<file path="src/rtl/iq_stream_packer_if.sv">
// AXI4-Stream link carrying packed I/Q words from the packer toward the host DMA.
interface iq_stream_packer_if;
    logic [31:0] m_tdata;
    logic        m_tvalid;
    logic        m_tready;
    logic        m_tlast;

    modport master (output m_tdata, output m_tvalid, output m_tlast, input m_tready);
    modport slave  (input  m_tdata, input  m_tvalid, input  m_tlast, output m_tready);
endinterface

</file>
<file path="src/rtl/iq_stream_packer.sv">
// Packs DDC I/Q samples into {Q,I} words, frames fixed-length packets at write time,
// and buffers them in a FIFO with a first-word-fall-through AXI-Stream output register.
module iq_stream_packer #(
    parameter int DEPTH = 64,
    parameter int LW    = $clog2(DEPTH) + 1
) (
    input  logic                clk,
    input  logic                reset_n,
    input  logic                enable,
    input  logic                in_valid,
    input  logic signed [15:0]  in_i,
    input  logic signed [15:0]  in_q,
    input  logic [15:0]         pkt_len_m1,
    iq_stream_packer_if.master  m,
    output logic [LW-1:0]       level,
    output logic                overflow,
    output logic [15:0]         drop_cnt,
    input  logic                overflow_clr
);
    localparam int AW = $clog2(DEPTH);

    logic [32:0]   mem [DEPTH];
    logic [AW-1:0] wptr;
    logic [AW-1:0] rptr;
    logic [15:0]   wcnt;
    logic [15:0]   len_l;
    logic [15:0]   len_cur;
    logic          last_w;
    logic          full;
    logic          wr_en;
    logic          drop;
    logic          pop;
    logic          load;
    logic [LW-1:0] mem_cnt;
    logic          out_valid;
    logic          out_last;
    logic [31:0]   out_data;

    // full comes from the registered level only, so a same-cycle pop never admits a write
    always_comb begin
        full    = (level == LW'(DEPTH));
        wr_en   = in_valid && enable && !full;
        drop    = in_valid && enable && full;
        pop     = out_valid && m.m_tready;
        mem_cnt = level - LW'(out_valid);
        load    = (!out_valid || pop) && (mem_cnt != '0);
        len_cur = (wcnt == '0) ? pkt_len_m1 : len_l;
        last_w  = (wcnt == len_cur);
    end

    always_ff @(posedge clk) begin
        if (wr_en) begin
            mem[wptr] <= {last_w, in_q, in_i};
        end
    end

    always_ff @(posedge clk or negedge reset_n) begin
        if (!reset_n) begin
            wptr  <= '0;
            wcnt  <= '0;
            len_l <= '0;
        end else if (wr_en) begin
            wptr <= wptr + AW'(1);
            if (wcnt == '0) begin
                len_l <= pkt_len_m1;
            end
            wcnt <= last_w ? '0 : wcnt + 16'd1;
        end
    end

    always_ff @(posedge clk or negedge reset_n) begin
        if (!reset_n) begin
            rptr      <= '0;
            out_valid <= 1'b0;
            out_last  <= 1'b0;
            out_data  <= '0;
        end else if (load) begin
            rptr      <= rptr + AW'(1);
            out_valid <= 1'b1;
            {out_last, out_data} <= mem[rptr];
        end else if (pop) begin
            out_valid <= 1'b0;
        end
    end

    always_ff @(posedge clk or negedge reset_n) begin
        if (!reset_n) begin
            level <= '0;
        end else begin
            unique case ({wr_en, pop})
                2'b10:   level <= level + LW'(1);
                2'b01:   level <= level - LW'(1);
                default: level <= level;
            endcase
        end
    end

    // a drop coinciding with a clear leaves exactly one drop on record
    always_ff @(posedge clk or negedge reset_n) begin
        if (!reset_n) begin
            overflow <= 1'b0;
            drop_cnt <= '0;
        end else if (overflow_clr) begin
            overflow <= drop;
            drop_cnt <= drop ? 16'd1 : 16'd0;
        end else if (drop) begin
            overflow <= 1'b1;
            if (drop_cnt != '1) begin
                drop_cnt <= drop_cnt + 16'd1;
            end
        end
    end

    assign m.m_tvalid = out_valid;
    assign m.m_tlast  = out_last;
    assign m.m_tdata  = out_data;
endmodule
</file>
<file path="src/flat_wrapper.sv">
// flat-port wrapper written by rule: the top's interface ports become plain ports
module iq_stream_packer_flat 
#(
    parameter int DEPTH = 64,
    parameter int LW    = $clog2(DEPTH) + 1
)
  (clk, reset_n, enable, in_valid, in_i, in_q, pkt_len_m1, level, overflow, drop_cnt, overflow_clr, m_m_tdata, m_m_tvalid, m_m_tlast, m_m_tready);
  iq_stream_packer_if m_i ();
  input  logic clk;
  input  logic reset_n;
  input  logic enable;
  input  logic in_valid;
  input  logic signed [15:0] in_i;
  input  logic signed [15:0] in_q;
  input  logic [15:0] pkt_len_m1;
  output logic [LW-1:0] level;
  output logic overflow;
  output logic [15:0] drop_cnt;
  input  logic overflow_clr;
  output wire logic [$bits(m_i.m_tdata)-1:0] m_m_tdata;
  output wire logic [$bits(m_i.m_tvalid)-1:0] m_m_tvalid;
  output wire logic [$bits(m_i.m_tlast)-1:0] m_m_tlast;
  input wire logic [$bits(m_i.m_tready)-1:0] m_m_tready;
  assign m_m_tdata = m_i.m_tdata;
  assign m_m_tvalid = m_i.m_tvalid;
  assign m_m_tlast = m_i.m_tlast;
  assign m_i.m_tready = m_m_tready;
  iq_stream_packer #(.DEPTH(DEPTH), .LW(LW)) u_core (.clk(clk), .reset_n(reset_n), .enable(enable), .in_valid(in_valid), .in_i(in_i), .in_q(in_q), .pkt_len_m1(pkt_len_m1), .m(m_i), .level(level), .overflow(overflow), .drop_cnt(drop_cnt), .overflow_clr(overflow_clr));
endmodule
</file>
<file path="config.mk">
export PLATFORM = sky130hd
export DESIGN_NAME = iq_stream_packer_flat
export DESIGN_NICKNAME = d
export VERILOG_FILES = /design/src/rtl/iq_stream_packer_if.sv /design/src/rtl/iq_stream_packer.sv /design/src/flat_wrapper.sv
export SDC_FILE = /design/constraint.sdc
export NUM_CORES = 2
export LEC_CHECK = 0
export CAP_MARGIN = 15
export CORE_MARGIN = 1
export CORE_UTILIZATION = 40
export CTS_CLUSTER_DIAMETER = 30
export CTS_CLUSTER_SIZE = 30
export DETAILED_ROUTE_END_ITERATION = 7
export PLACE_DENSITY = 0.63
export SLEW_MARGIN = 20
export SYNTH_ARGS = -nofsm -noshare
export SYNTH_HDL_FRONTEND = slang
export SYNTH_SLANG_ARGS = --single-unit
</file>
<file path="constraint.sdc">
create_clock -name clk -period 4.4 [get_ports clk]
set_input_delay 0.44 -clock clk [delete_from_list [all_inputs] [get_ports clk]]
set_output_delay 0.44 -clock clk [all_outputs]
set_load 0.05 [all_outputs]
</file>
==> impl_results.md <==
- Crit. Startpoint: u_core.rptr[0]$_DFFE_PN0P_
- Worst Path Arrival: approximately 4500 ps
- GRT busiest layer: met2
- Inst Count DP: 7277
- Syn-to-layout area delta: 22.0%
- Antenna violations before repair: 9
- Fraction of final layout cells sized beyond drive strength 1: 26.7%
- Clk sinks: 2214
- Pwr Total: 71600 uW
- Syn Area/Cell: 19.5 sq um
- I/O pins: 112
- Critical path class: reg2reg
- Max Clock Skew: ~88 ps
- Post-Synth Simple-Gate Area: 2.52%
- DRC Markers: 0
- # setup viols final: 0
- Clk_lat worst skew: 970 ps
- Mapped Cells: 4406
- Die footprint: 217000 sq um
- Overall Global Routing Usage: 21.4%
- Leak pwr: 0.0346 uW
- Setup TNS: 0 ps
- Post_cts resized: 0
- CTS root buf: clkbuf_16
- CP endpoint kind: register
- Non-filler cells, final: around 8000
- M3 GR Usage: under 10%
- Clock share of power: 42.2%
- Initial DRC count: 5625
- Row cnt: 169
- Worst min path class: in2reg
- Slew margin rel.: 30.3%
- Flops & latches, synth: about 2200
- Synth Area in Compound Gates: ~4.6%
- Initial cell density of the core: 40.4%
- Post-Syn Nets: 4469
- Port bufs: 111
- Per-cell routed wire length: between 20 and 30 microns
- Clock-pin transition on the worst setup and hold timing paths: ~50 ps
- CP Launch Type: register
- Total number of vias: 46100
- Worst Max-Slew Pin Slew: just over 1000 ps
- Routed WL: ~230000 microns
- Status: complete, no violations
- DRT Pass-1 Iters: 6
- Final Hold Viols: 0
- Worst EP required: around 5200 ps
- Drt via density: 5.76
- Reg-to-Reg Start: u_core.rptr[0]$_DFFE_PN0P_
- Core Area: 213000 sq um
- Post-synthesis sequential area ratio: roughly three quarters
- H-tree level count: 5
- Final instance area: 105000 sq um
- Power per Cell Area: 682 nW/um^2
- Clock buffer depth: 4
- Crit Path Max Fanout: 24
- Combinational Power Share: 23.5%
- First-pass GRT wire length: approximately 330000 microns
- GPL Wtd Cong: 0.872
- M2 GR Usage: 34.0%
- Hold Crit Start: in_i[4]
- Hpwl dp: around 130000 microns
- Synth Flop Type: edfxtp_1
- Total number of yosys warnings: 0
- CTS tree: done
- Seq pwr share: 34.3%
- Grt total ovfl: 0
- Multiplexer area fraction after synthesis: 14.1%
- Final core occ: 49.3%
- Synthesized area: 86100 sq um
- Die Height: around 470 microns
- Max IR drop VDD: between 0.5 and 0.6 mV
- Slew Viols, Final: 0
- Largest net degree at the start of global routing: between 150 and 200
- Net count reported at finish: around 5000
- P_int: around 50000 uW
- Net Sw Power: about 21000 uW
- F_max: 0.267 GHz
- Yosys cell types: 64
- Sw Ratio: 29.9%
- Grt met1 use: 29.3%
- Antenna Violating Nets Remaining: 0
- Main combinational cell family by area after synthesis: multiplexers
- Num CTS Buffers: 390
- Synth Area in Adders: less than 1%
- Tmin final: 3740 ps
- Placed inst area: 91600 sq um
- Max Cap Viol: 0
- Post-synthesis xor/xnor area fraction: 0.519%
- Synth async-reset ratio: 4.61%
- EDFF count, synth: approximately 2100
- Die width: between 400 and 500 microns
- Number of global-route vias before repair: 46500
- RSZ-0062 raised after global routing: no
- Period utilisation layout: 85.0%
==> critical path: stages (launching register included) <==
cell and delay, ps:
dfrtp_4 830, buf_12 320, buf_4 320, mux4_2 550, a22oi_1 250, a21oi_1 230
a2111oi_0 870, nor3_1 170
==> registers in the layout, summed over array words and instances (netlist names) <==
register	cells
u_core.drop_cnt	16
u_core.len_l	16
u_core.level	7
u_core.m.m_tdata	32
u_core.m.m_tlast	1
u_core.m.m_tvalid	1
u_core.mem	2112
u_core.overflow	1
u_core.rptr	6
u_core.wcnt	16
u_core.wptr	6
==> power by group through the flow <==
stage                     clock, uW  sequential (uW)  combinational [uW]
after floorplan                   0            24900               10700
after global placement            0            24900               16700
after detailed placement          0            25000               16700
after CTS                     30500            24600               16800
after global routing          31500            24600               17700
final                         30200            24600               16800
==> layout by cell type (no fill, tap or decap), types with 15 or more instances in the layout <==
cell	n
mux2i_1	347
nor2b_1	15
mux4_2	347
nand2b_1	17
a21oi_1	132
mux2_2	76
clkdlybuf4s50_1	78
inv_1	27
clkbuf_16	393
a22oi_1	39
nand3_1	36
xor2_1	20
clkbuf_1	32
buf_12	24
edfxtp_1	2112
o21ai_0	127
clkinv_4	39
clkinvlp_4	47
clkinv_2	53
buf_4	193
xnor2_1	31
inv_6	39
nor2_4	64
nand2_1	131
dfrtp_1	97
nor3_1	50
o211ai_1	42
o221ai_1	68
o22ai_1	156
bufinv_16	57
nor2_1	74
clkinv_1	29
==> repair_timing <==
| item | in CTS | in global routing |
|---|---|---|
| hold buffers | 1 | 1 |
| hold endpoints to repair | 48 | 16 |
| setup buffers | 0 | 0 |
==> metrics by stage <==
step | setup slack, ps | hold WS [ps]
after floorplan | 572 | 144
after global placement | 661 | 513
after detailed placement | 695 | 505
after CTS | 566 | 25.6
after global routing | 598 | 39.5
final | 661 | 25.8
==> final timing paths <==
check                      cells past startpoint                                to  slack, ps
max in group asynchronous                      3    u_core.drop_cnt[4]$_DFFE_PN0P_       3160
max reg2reg                                    7  u_core.m.m_tdata[20]$_DFFE_PN0P_        660
min                                            1       u_core.mem[52][4]$_DFFE_PP_         30
max                                            7  u_core.m.m_tdata[20]$_DFFE_PN0P_        660
min reg2reg                                    1       u_core.level[6]$_DFFE_PN0P_        510
min in group asynchronous                      2        u_core.wcnt[8]$_DFFE_PN0P_        190
==> layout make-up <==
cell class                      count  area [sq um]
Clock inverter                    272          3250
Multi-Input combinational cell   1913         19400
Sequential cell                  2214         66000
Antenna cell                        6          15.0
Fill cell                       16800        108000
Timing Repair Buffer              303          2760
Tap cell                         2821          3530
Clock buffer                      431         10000
Inverter                           29           110
==> routing by layer <==
layer	wire length (microns)	part of all wire, %
met1	94400	40
met2	112000	48
met3	20600	8.8
met4	6210	2.7
met5	13	0.0056
==> cells in the mapped netlist (all sizes together) (11+ instances only) <==
cell type	count	area, sq um
edfxtp	2112	63400
mux2i	347	3470
mux4	347	7820
o22ai	156	976
buf	151	792
nor2	140	528
a21oi	134	674
nand2	132	495
o21ai	128	641
dfrtp	102	2550
clkbuf	99	372
mux2	76	856
o221ai	68	596
nor3	50	250
o211ai	42	315
a22oi	39	293
nand3	38	208
xnor2	31	272
inv	29	109
xor2	20	175
nand2b	18	113
nor2b	17	106
nand4	11	90.1
nor4	11	75.1
or3	11	68.8
==> cells by family after synthesis <==
kind of cell / count (synthesis)
AOI/OAI and AO/OA: 622
xor gates and xnor gates: 51
and+or+nand+nor: 461
muxes: 770
buffers and inverters: 279
DFF: 2214
adders and majority gates: 9
Power figures use the tool's default switching activity.
